--- config.mk ---
export PLATFORM = sky130hd
export DESIGN_NAME = irrigation_countdown_flat
export DESIGN_NICKNAME = d
export VERILOG_FILES = /design/src/rtl/irrigation_countdown_pkg.sv /design/src/rtl/irrigation_countdown_if.sv /design/src/rtl/irrigation_countdown_bcd_digit_down.sv /design/src/rtl/irrigation_countdown.sv /design/src/flat_wrapper.sv
export SDC_FILE = /design/constraint.sdc
export NUM_CORES = 1
export LEC_CHECK = 0
export ABC_AREA = 0
export CAP_MARGIN = 25
export CORE_MARGIN = 10
export CORE_UTILIZATION = 41
export DETAILED_ROUTE_END_ITERATION = 8
export GPL_TIMING_DRIVEN = 0
export PLACE_DENSITY = 0.74
export RECOVER_POWER = 50
export SETUP_SLACK_MARGIN = 0.02
export SLEW_MARGIN = 10
export SYNTH_ARGS = -nofsm -noshare
export SYNTH_HDL_FRONTEND = slang
export SYNTH_SLANG_ARGS = --single-unit
--- constraint.sdc ---
create_clock -name clk -period 1.65 [get_ports clk]
set_clock_uncertainty 0.05 [all_clocks]
set_input_delay 0.4125 -clock clk [delete_from_list [all_inputs] [get_ports clk]]
set_output_delay 0.4125 -clock clk [all_outputs]
set_load 0.005 [all_outputs]
--- src/rtl/irrigation_countdown_pkg.sv ---
// Shared types and constants for the irrigation countdown timer.
// States, BCD digit limits, mode presets and clamp helpers.
package timer_pkg;

  typedef enum logic [1:0] {
    ST_IDLE,
    ST_RUN,
    ST_HOLD,
    ST_EXPIRED
  } state_e;

  localparam logic [1:0] S_IDLE    = ST_IDLE;
  localparam logic [1:0] S_RUN     = ST_RUN;
  localparam logic [1:0] S_HOLD    = ST_HOLD;
  localparam logic [1:0] S_EXPIRED = ST_EXPIRED;

  localparam logic [2:0] SEC_D_MAX = 3'd5;
  localparam logic [3:0] MIN_U_MAX = 4'd9;
  localparam logic [3:0] SEC_U_MAX = 4'd9;
  localparam logic [1:0] MIN_D_MAX = 2'd3;

  localparam logic [1:0] SPRINKLER_MIN_D = 2'd1;
  localparam logic [3:0] SPRINKLER_MIN_U = 4'd5;
  localparam logic [1:0] DRIPPER_MIN_D   = 2'd3;
  localparam logic [3:0] DRIPPER_MIN_U   = 4'd0;

  function automatic logic [3:0] clamp_min_u(
    input logic [3:0] v
  );
    return (v > MIN_U_MAX) ? MIN_U_MAX : v;
  endfunction

  function automatic logic [2:0] clamp_sec_d(
    input logic [2:0] v
  );
    return (v > SEC_D_MAX) ? SEC_D_MAX : v;
  endfunction

endpackage

--- src/rtl/irrigation_countdown_if.sv ---
// Control/preset inputs and MM:SS status outputs of the countdown.
// master drives load/presets/enables, slave is the timer.
interface irrigation_countdown_if;
  logic       load;
  logic [1:0] minutes_d_preset;
  logic [3:0] minutes_u_preset;
  logic [2:0] seconds_d_preset;
  logic       irrigation_on;
  logic       tick_1hz;
  logic [1:0] minutes_d;
  logic [3:0] minutes_u;
  logic [2:0] seconds_d;
  logic [3:0] seconds_u;
  logic       running;
  logic       expired;
  logic       preset_clamped;

  modport master (
    output load, minutes_d_preset,
    output minutes_u_preset,
    output seconds_d_preset,
    output irrigation_on, tick_1hz,
    input  minutes_d, minutes_u,
    input  seconds_d, seconds_u,
    input  running, expired,
    input  preset_clamped
  );

  modport slave (
    input  load, minutes_d_preset,
    input  minutes_u_preset,
    input  seconds_d_preset,
    input  irrigation_on, tick_1hz,
    output minutes_d, minutes_u,
    output seconds_d, seconds_u,
    output running, expired,
    output preset_clamped
  );
endinterface

--- src/rtl/irrigation_countdown_bcd_digit_down.sv ---
// One loadable down-counting digit of the countdown borrow chain.
// Wraps 0 -> WRAP when a borrow arrives while decrementing.
module bcd_digit_down #(
  parameter int             W    = 4,
  parameter logic [W-1:0]   WRAP = '0
) (
  input  logic         clk,
  input  logic         rst_n,
  input  logic         load,
  input  logic [W-1:0] load_val,
  input  logic         dec_en,
  input  logic         borrow_in,
  output logic [W-1:0] digit,
  output logic         borrow_out
);

  logic [W-1:0] q;

  assign digit      = q;
  assign borrow_out = dec_en & borrow_in
                    & (q == '0);

  // digit register: reset, then load, then decrement
  always_ff @(posedge clk) begin
    if (!rst_n) begin
      q <= '0;
    end else if (load) begin
      q <= load_val;
    end else if (dec_en && borrow_in) begin
      q <= (q == '0) ? WRAP : q - W'(1);
    end
  end

endmodule

--- src/rtl/irrigation_countdown.sv ---
// MM:SS BCD irrigation countdown; optional TIMER_PRESCALER_EN
// derives the 1 Hz tick from clk instead of tick_1hz.
module irrigation_countdown
  import timer_pkg::*;
#(
  parameter int CLK_HZ = 50_000_000
) (
  input  logic clk,
  input  logic rst_n,
  irrigation_countdown_if.slave bus
);

  logic [1:0] state;
  logic [1:0] state_nxt;
  logic       exp_nxt;
  logic       running_q;
  logic       expired_q;
  logic       clamped_q;
  logic       tick_eff;
  logic       dec_en;
  logic       at_one;

  logic [3:0] mu_ld;
  logic [2:0] sd_ld;
  logic       clamp_any;
  logic       load_zero;

  logic [1:0] md;
  logic [3:0] mu;
  logic [2:0] sd;
  logic [3:0] su;
  logic       b_su;
  logic       b_sd;
  logic       b_mu;
  logic       b_md;

  assign mu_ld     = clamp_min_u(bus.minutes_u_preset);
  assign sd_ld     = clamp_sec_d(bus.seconds_d_preset);
  assign clamp_any = (bus.minutes_u_preset > MIN_U_MAX)
                   | (bus.seconds_d_preset > SEC_D_MAX);
  assign load_zero = (bus.minutes_d_preset == 2'd0)
                   & (mu_ld == 4'd0)
                   & (sd_ld == 3'd0);

  assign at_one = (md == 2'd0) & (mu == 4'd0)
                & (sd == 3'd0) & (su == 4'd1);

`ifdef TIMER_PRESCALER_EN
  localparam int PW = (CLK_HZ > 1) ? $clog2(CLK_HZ) : 1;
  logic [PW-1:0] pre_q;
  logic          unused_tick;

  assign unused_tick = bus.tick_1hz;
  assign tick_eff    = (state == S_RUN)
                     & (pre_q == PW'(CLK_HZ - 1));

  // prescaler: cleared on load, advances only in RUN
  always_ff @(posedge clk) begin
    if (!rst_n || bus.load) begin
      pre_q <= '0;
    end else if (state == S_RUN) begin
      pre_q <= tick_eff ? '0 : pre_q + PW'(1);
    end
  end
`else
  logic unused_clk_hz;

  assign unused_clk_hz = (CLK_HZ != 0);
  assign tick_eff      = bus.tick_1hz;
`endif

  assign dec_en = tick_eff & (state == S_RUN)
                & ~bus.load;

  // next state and expiry pulse; load overrides tick and enable
  always_comb begin
    state_nxt = state;
    exp_nxt   = 1'b0;
    if (bus.load) begin
      if (load_zero) begin
        state_nxt = S_EXPIRED;
        exp_nxt   = 1'b1;
      end else begin
        state_nxt = bus.irrigation_on ? S_RUN : S_HOLD;
      end
    end else begin
      case (state)
        S_IDLE: state_nxt = S_IDLE;
        S_RUN: begin
          if (tick_eff && at_one) begin
            state_nxt = S_EXPIRED;
            exp_nxt   = 1'b1;
          end else if (!bus.irrigation_on) begin
            state_nxt = S_HOLD;
          end
        end
        S_HOLD: begin
          if (bus.irrigation_on) state_nxt = S_RUN;
        end
        S_EXPIRED: state_nxt = S_EXPIRED;
        default: state_nxt = S_IDLE;
      endcase
    end
  end

  // state and registered status flags
  always_ff @(posedge clk) begin
    if (!rst_n) begin
      state     <= S_IDLE;
      running_q <= 1'b0;
      expired_q <= 1'b0;
      clamped_q <= 1'b0;
    end else begin
      state     <= state_nxt;
      running_q <= (state_nxt == S_RUN);
      expired_q <= exp_nxt;
      if (bus.load) clamped_q <= clamp_any;
    end
  end

  bcd_digit_down #(.W(4), .WRAP(SEC_U_MAX)) u_su (
    .clk(clk), .rst_n(rst_n),
    .load(bus.load), .load_val(4'd0),
    .dec_en(dec_en), .borrow_in(1'b1),
    .digit(su), .borrow_out(b_su)
  );

  bcd_digit_down #(.W(3), .WRAP(SEC_D_MAX)) u_sd (
    .clk(clk), .rst_n(rst_n),
    .load(bus.load), .load_val(sd_ld),
    .dec_en(dec_en), .borrow_in(b_su),
    .digit(sd), .borrow_out(b_sd)
  );

  bcd_digit_down #(.W(4), .WRAP(MIN_U_MAX)) u_mu (
    .clk(clk), .rst_n(rst_n),
    .load(bus.load), .load_val(mu_ld),
    .dec_en(dec_en), .borrow_in(b_sd),
    .digit(mu), .borrow_out(b_mu)
  );

  bcd_digit_down #(.W(2), .WRAP(MIN_D_MAX)) u_md (
    .clk(clk), .rst_n(rst_n),
    .load(bus.load),
    .load_val(bus.minutes_d_preset),
    .dec_en(dec_en), .borrow_in(b_mu),
    .digit(md), .borrow_out(b_md)
  );

  logic unused_b_md;
  assign unused_b_md = b_md;

  assign bus.minutes_d      = md;
  assign bus.minutes_u      = mu;
  assign bus.seconds_d      = sd;
  assign bus.seconds_u      = su;
  assign bus.running        = running_q;
  assign bus.expired        = expired_q;
  assign bus.preset_clamped = clamped_q;

endmodule

--- src/flat_wrapper.sv ---
// flat-port wrapper written by rule: the top's interface ports become plain ports
module irrigation_countdown_flat import timer_pkg::*;
#(
  parameter int CLK_HZ = 50_000_000
)
  (clk, rst_n, bus_load, bus_minutes_d_preset, bus_minutes_u_preset, bus_seconds_d_preset, bus_irrigation_on, bus_tick_1hz, bus_minutes_d, bus_minutes_u, bus_seconds_d, bus_seconds_u, bus_running, bus_expired, bus_preset_clamped);
  irrigation_countdown_if bus_i ();
  input  logic clk;
  input  logic rst_n;
  input wire logic [$bits(bus_i.load)-1:0] bus_load;
  input wire logic [$bits(bus_i.minutes_d_preset)-1:0] bus_minutes_d_preset;
  input wire logic [$bits(bus_i.minutes_u_preset)-1:0] bus_minutes_u_preset;
  input wire logic [$bits(bus_i.seconds_d_preset)-1:0] bus_seconds_d_preset;
  input wire logic [$bits(bus_i.irrigation_on)-1:0] bus_irrigation_on;
  input wire logic [$bits(bus_i.tick_1hz)-1:0] bus_tick_1hz;
  output wire logic [$bits(bus_i.minutes_d)-1:0] bus_minutes_d;
  output wire logic [$bits(bus_i.minutes_u)-1:0] bus_minutes_u;
  output wire logic [$bits(bus_i.seconds_d)-1:0] bus_seconds_d;
  output wire logic [$bits(bus_i.seconds_u)-1:0] bus_seconds_u;
  output wire logic [$bits(bus_i.running)-1:0] bus_running;
  output wire logic [$bits(bus_i.expired)-1:0] bus_expired;
  output wire logic [$bits(bus_i.preset_clamped)-1:0] bus_preset_clamped;
  assign bus_i.load = bus_load;
  assign bus_i.minutes_d_preset = bus_minutes_d_preset;
  assign bus_i.minutes_u_preset = bus_minutes_u_preset;
  assign bus_i.seconds_d_preset = bus_seconds_d_preset;
  assign bus_i.irrigation_on = bus_irrigation_on;
  assign bus_i.tick_1hz = bus_tick_1hz;
  assign bus_minutes_d = bus_i.minutes_d;
  assign bus_minutes_u = bus_i.minutes_u;
  assign bus_seconds_d = bus_i.seconds_d;
  assign bus_seconds_u = bus_i.seconds_u;
  assign bus_running = bus_i.running;
  assign bus_expired = bus_i.expired;
  assign bus_preset_clamped = bus_i.preset_clamped;
  irrigation_countdown #(.CLK_HZ(CLK_HZ)) u_core (.clk(clk), .rst_n(rst_n), .bus(bus_i));
endmodule
Word-level counts from Yosys, hierarchy flattened
Index checks and enable logic that the tools add are counted.
{ "totals": {"register_bits": 18, "input_bits": 14, "out_inout_bits": 16} }
{ "op_classes": {"n_addsub": 4, "order_cmp": 2, "eq_ne": 5, "n_mux": 23, "bitwise_logic": 15, "reduce_logical": 16} }
{ "ops": {"columns": ["op", "count"], "rows": [
  ["4-bit 2-to-1 mux", 5],
  ["2-bit 2-to-1 mux", 9],
  ["1-bit bitwise AND", 12],
  ["4-bit zero test", 3],
  ["3-bit 2-to-1 mux", 4],
  ["2-bit one-hot mux with 4 select lines", 1],
  ["4-bit by 1-bit subtractor with 4-bit output (second input constant)", 2],
  ["2-bit zero test", 3],
  ["3-bit zero test", 2],
  ["2-bit nonzero test", 3],
  ["2-bit by 1-bit equality test with 1-bit output (second input constant)", 2],
  ["2-bit equality test (second input constant)", 2],
  ["4-bit by 1-bit equality test with 1-bit output (second input constant)", 1],
  ["4-bit > comparator (second input constant)", 1],
  ["1-bit logical AND", 4],
  ["1-bit 2-to-1 mux", 4],
  ["3-bit > comparator (second input constant)", 1],
  ["3-bit by 1-bit subtractor with 3-bit output (second input constant)", 1],
  ["1-bit NOT", 2],
  ["2-bit OR reduction", 1],
  ["2-bit by 1-bit subtractor with 2-bit output (second input constant)", 1],
  ["1-bit OR", 1]
]} }

Logic depth before layout (Yosys ltp)
{ "logic_depth": {"word_depth": 11, "mapped_depth": 6, "depth_no_buf": 6} }

Modules after synthesis
From an unflattened synthesis, not the netlist that was laid out.
{ "hier_totals": {"cells_unflattened": 126, "hier_area_um2": 1061.0} }
{ "by_module_without_submodules": {"columns": ["module", "instances", "cells_per_inst", "area_each_um2"], "rows": [
  ["bcd_digit_down (u_core.u_mu ...)", 2, 23, 211.5],
  ["irrigation_countdown", 1, 45, 334.1],
  ["bcd_digit_down (u_core.u_sd)", 1, 20, 178.9],
  ["bcd_digit_down (u_core.u_md)", 1, 15, 125.1]
]} }

Worst setup path after synthesis
OpenSTA, ideal clock, no wires.
{ "synth_path": {"path_type": "input to register", "start": "input bus_minutes_d_preset[1]", "end": "register u_core.expired_q (netlist: u_core.bus.expired)", "setup_ps": 66, "arrival_time_ps": 1692, "t_required_ps": 1534, "setup_slack_ps": -158, "path_stages": 4, "cell_sequence": "or4_1 or3_1 or3_1 a21boi_2"} }
{ "synth_via": {"elab_chain_cells": 5} }
{ "synth_lines": {"columns": ["element", "line_no", "text"], "rows": [
  ["start: declaration", "flat_wrapper.sv:11", "input wire logic [$bits(bus_i.minutes_d_preset)-1:0] bus_minutes_d_preset;"],
  ["2-bit zero test", "irrigation_countdown.sv:41", "assign load_zero = (bus.minutes_d_preset == 2'd0)"],
  ["1-bit bitwise AND", "irrigation_countdown.sv:42", "& (mu_ld == 4'd0)"],
  ["1-bit bitwise AND", "irrigation_countdown.sv:43", "& (sd_ld == 3'd0);"],
  ["1-bit 2-to-1 mux", "irrigation_countdown.sv:80", "if (load_zero) begin"],
  ["1-bit 2-to-1 mux", "irrigation_countdown.sv:79", "if (bus.load) begin"],
  ["end signal: assignment", "irrigation_countdown.sv:116", "expired_q <= exp_nxt;"],
  ["end: declaration", "irrigation_countdown.sv:17", "logic expired_q;"]
]} }
No other way between the ends.
A chain may end at the register's enable or synchronous reset.

Worst setup path in the final report
{ "layout_path": {"start": "register u_core.u_su.q[3] (netlist: u_core.u_su.digit[3])", "end": "register u_core.u_mu.q[2] (netlist: u_core.u_mu.digit[2])"} }
{ "layout_via": {"elab_chain_cells": 6} }
{ "layout_lines": {"columns": ["element", "line_no", "text"], "rows": [
  ["start: declaration", "irrigation_countdown_bcd_digit_down.sv:17", "logic [W-1:0] q;"],
  ["start signal: assignment", "irrigation_countdown_bcd_digit_down.sv:28", "q <= load_val;"],
  ["start signal: assignment", "irrigation_countdown_bcd_digit_down.sv:30", "q <= (q == '0) ? WRAP : q - W'(1);"],
  ["4-bit zero test", "irrigation_countdown_bcd_digit_down.sv:21", "& (q == '0);"],
  ["1-bit bitwise AND", "irrigation_countdown_bcd_digit_down.sv:21", null],
  ["1-bit bitwise AND", "irrigation_countdown_bcd_digit_down.sv:20", "assign borrow_out = dec_en & borrow_in"],
  ["1-bit bitwise AND", "irrigation_countdown_bcd_digit_down.sv:21", null],
  ["1-bit logical AND", "irrigation_countdown_bcd_digit_down.sv:29", "end else if (dec_en && borrow_in) begin"],
  ["2-bit nonzero test (no source line)", null, null],
  ["end signal: assignment", "irrigation_countdown_bcd_digit_down.sv:28", null],
  ["end signal: assignment", "irrigation_countdown_bcd_digit_down.sv:30", null],
  ["end: declaration", "irrigation_countdown_bcd_digit_down.sv:17", null]
]} }
No other way between the ends.

==> run summary <==
Cell family with most CP delay -> simple AND/OR/NAND/NOR gates
Share of cells above drive strength 1 -> 34.16%
Slew headroom -> 73.31%
Die X -> 68.79 um
HP Class -> primary input to flip-flop
Multi-input gate area -> 710.7 sq um
Drt pass-1 iters -> 4
Post-route ant nets -> 0
Ys async rst share -> 0%
DR DRC count -> 0
Initial drt markers -> 48
Top cells by count, synth -> dfxtp_1, a21oi_1, nand2_1
Crit-path slowest cell -> or4_4
Pint -> 686.5 uW
Fmax -> 555.5 MHz
Final Util -> 71.20%
Non-Filler Cell Area, Final -> 0.001590 sq mm
Synth Instances -> 115
Diode count -> 0
Worst Path Required -> 1770 ps
CTS tree -> built
Total power -> 962.4 uW
Setup TNS Final -> -324.3 ps
CTS Buf Count -> 3
Register area share after synthesis -> 36.92%
Max incr delay on CP -> 560 ps
Core footprint -> 0.002233 sq mm
VDD IR max -> 0.5798 mV
Worst-path cell chain -> or4_4, nor4b_4, mux2i_1, o22ai_1
Skew-Pair Late Insertion Delay -> 300 ps
Die height -> 68.79 um
Initial Utilization -> 43.70%
Syn Nets -> 130
Final Cycle Share -> 109.1%
Sw frac -> 28.67%
Failing checks -> negative setup slack
Synthesized area -> 975.9 sq um
Yosys reg bits -> 18
Top_reg_cell synth -> dfxtp_1
Fin crit period -> 1800 ps
Crit start category -> flip-flop
Reg clk slew, reported paths -> 110 ps
Hold WS -> 313.1 ps
Worst path bufs/invs -> 0
WL/cell -> 16.19 um
Number of flops mapped to enable cells by yosys -> 0
Placer Congestion -> 0.8210
Vias in the first global route -> 1049
Die area -> 0.004732 sq mm
Pwr/cell area -> 605.2 mW/mm^2
IO buf count -> 29
Max_cap viols -> 0
Fillers -> 174
Longest Clk Path Bufs -> 2
GR Overflow Total -> 0
Register area -> 387.9 sq um
RSZ-0062 raised after global routing -> true
Max-slew violations -> 0
Largest net degree at the start of global routing -> 11
Crit Path Max Fanout -> 4
Antenna violations before repair -> 0
Via count -> 1057
Row count -> 17
Nets -> 178
Post-CTS Hold Fix Bufs -> 0
Dpl hpwl -> 2.105 mm
Post-synthesis cell type count -> 41
Comb pwr share -> 27.4%
Crit end category -> flip-flop
Synth Area per Inst -> 8.486 sq um
Ys Warns -> 0
Largest cells by area after synthesis -> dfxtp_1, a21oi_1, o21ai_0
Power share of the sequential group -> 50.1%
P_sw -> 275.9 uW
Count leader, synth -> dfxtp_1
CP arrival -> 1920 ps
Final setup fails -> 4
CP Class -> flip-flop to flip-flop
Total track usage -> 13.47%
Clock sink count -> 18
Global-route wire length before repair -> 4.816 mm
Worst setup margin -> -150.1 ps
Root Driver -> clkbuf_4
LEAKAGE -> 0.0006940 uW
Status -> complete, but fails checks
Clock share of power -> 22.6%
Final Hold Viols -> 0
Top-Level Pins -> 30
H-tree Lvls -> 1
Area growth syn-to-layout -> 62.95%
Synth area leader -> dfxtp_1
Yosys top cell area share -> 36.92%
Avg Vias per Cell -> 5.593
Slew @ Worst Pin -> 400.4 ps
Post-DP Area -> 0.001305 sq mm
Routed WL -> 3.060 mm
==> through the flow <==
step	std cells	setup WS, ps
2_1_floorplan	115	-104.2
5_1_grt	189	-236.3
4_1_cts	187	-66.33
3_5_place_dp	172	-726.7
6_report	189	-150.1
3_3_place_gp	172	-680.9
==> sequential cells by signal, indices dropped and copies added, names as in the netlist <==
name and flops:
u_core.u_su.digit 4, u_core.state 2, u_core.u_md.digit 2, u_core.bus.preset_clamped 1
u_core.u_sd.digit 3, u_core.bus.running 1, u_core.u_mu.digit 4, u_core.bus.expired 1
==> cells in the final DEF, fill, tap and decap left out, types with 2 or more instances in the layout <==
| master | instances |
|---|---|
| inv_1 | 4 |
| nor3_1 | 3 |
| o21a_1 | 2 |
| clkdlybuf4s50_1 | 6 |
| clkdlybuf4s25_1 | 2 |
| nor2_1 | 8 |
| nand3_1 | 2 |
| or3_1 | 3 |
| a21boi_2 | 2 |
| dfxtp_2 | 7 |
| buf_6 | 3 |
| dfxtp_1 | 6 |
| nand3b_1 | 2 |
| dlygate4sd2_1 | 11 |
| or4_4 | 2 |
| nand2_1 | 9 |
| clkbuf_4 | 4 |
| o31a_1 | 2 |
| a21oi_1 | 9 |
| nor4b_4 | 3 |
| dlymetal6s2s_1 | 5 |
| nor4_4 | 2 |
| mux2i_1 | 2 |
| o21ai_0 | 7 |
| xnor2_1 | 3 |
| buf_2 | 3 |
| nand4_1 | 2 |
| buf_4 | 14 |
| nor2b_1 | 4 |
| dfxtp_4 | 5 |
==> tightest hold or removal path, cell delays in order <==
cell and delay [ps]:
buf_6 70, nand3_1 70, o311ai_1 80
==> cells by family (layout without fill, tap and decap cells) <==
group | count (synthesis) | count (layout) | share of synthesized area, %
fa+ha+maj | 1 | 1 | 1.282
mux | 2 | 2 | 2.051
compound gates | 29 | 29 | 19.23
flops | 18 | 18 | 36.92
simple gates | 52 | 52 | 33.33
xor+xnor | 4 | 4 | 3.590
buf+inv | 9 | 55 | 3.588
==> worst paths after layout <==
check | from | end | slack, ps | cells after the start
setup reg to reg | u_core.u_su.digit[3] | u_core.u_mu.digit[2] | -150 | 4
setup / recovery | u_core.u_su.digit[3] | u_core.u_mu.digit[2] | -150 | 4
hold / removal | bus_minutes_d_preset[1] | u_core.u_md.digit[1] | 310 | 3
hold reg to reg | u_core.u_su.digit[0] | u_core.u_su.digit[0] | 460 | 2
==> final cells by class <==
cell class	instances	area share, %
Inverter	4	0.9441
Timing Repair Buffer	43	24.31
Buffer	5	2.046
Sequential cell	18	24.39
Multi-Input combinational cell	88	44.69
Clock buffer	3	1.416
Tap cell	28	2.203
==> power groups by stage <==
stage,combinational [uW],sequential [uW],clock (uW)
final,263,482,217
after global routing,288,487,244
after CTS,244,476,226
after detailed placement,204,495,0
after global placement,200,493,0
after floorplan,102,492,0
==> layer usage <==
metal	part of all wire, %	track usage (%)	vias up
met1	43	14.42	506
met5	0	0	-
li1	-	-	523
met3	5.3	3.704	6
met4	2.2	7.389	0
met2	50	23.50	22
==> what timing repair did <==
| item | CTS | global route |
|---|---|---|
| pin swaps | 7 | 4 |
| setup buffers | 12 | 2 |
| resized for setup | 60 | 24 |
| setup endpoints to repair | 25 | 22 |
Note: power is estimated with default switching activity, not from simulation.
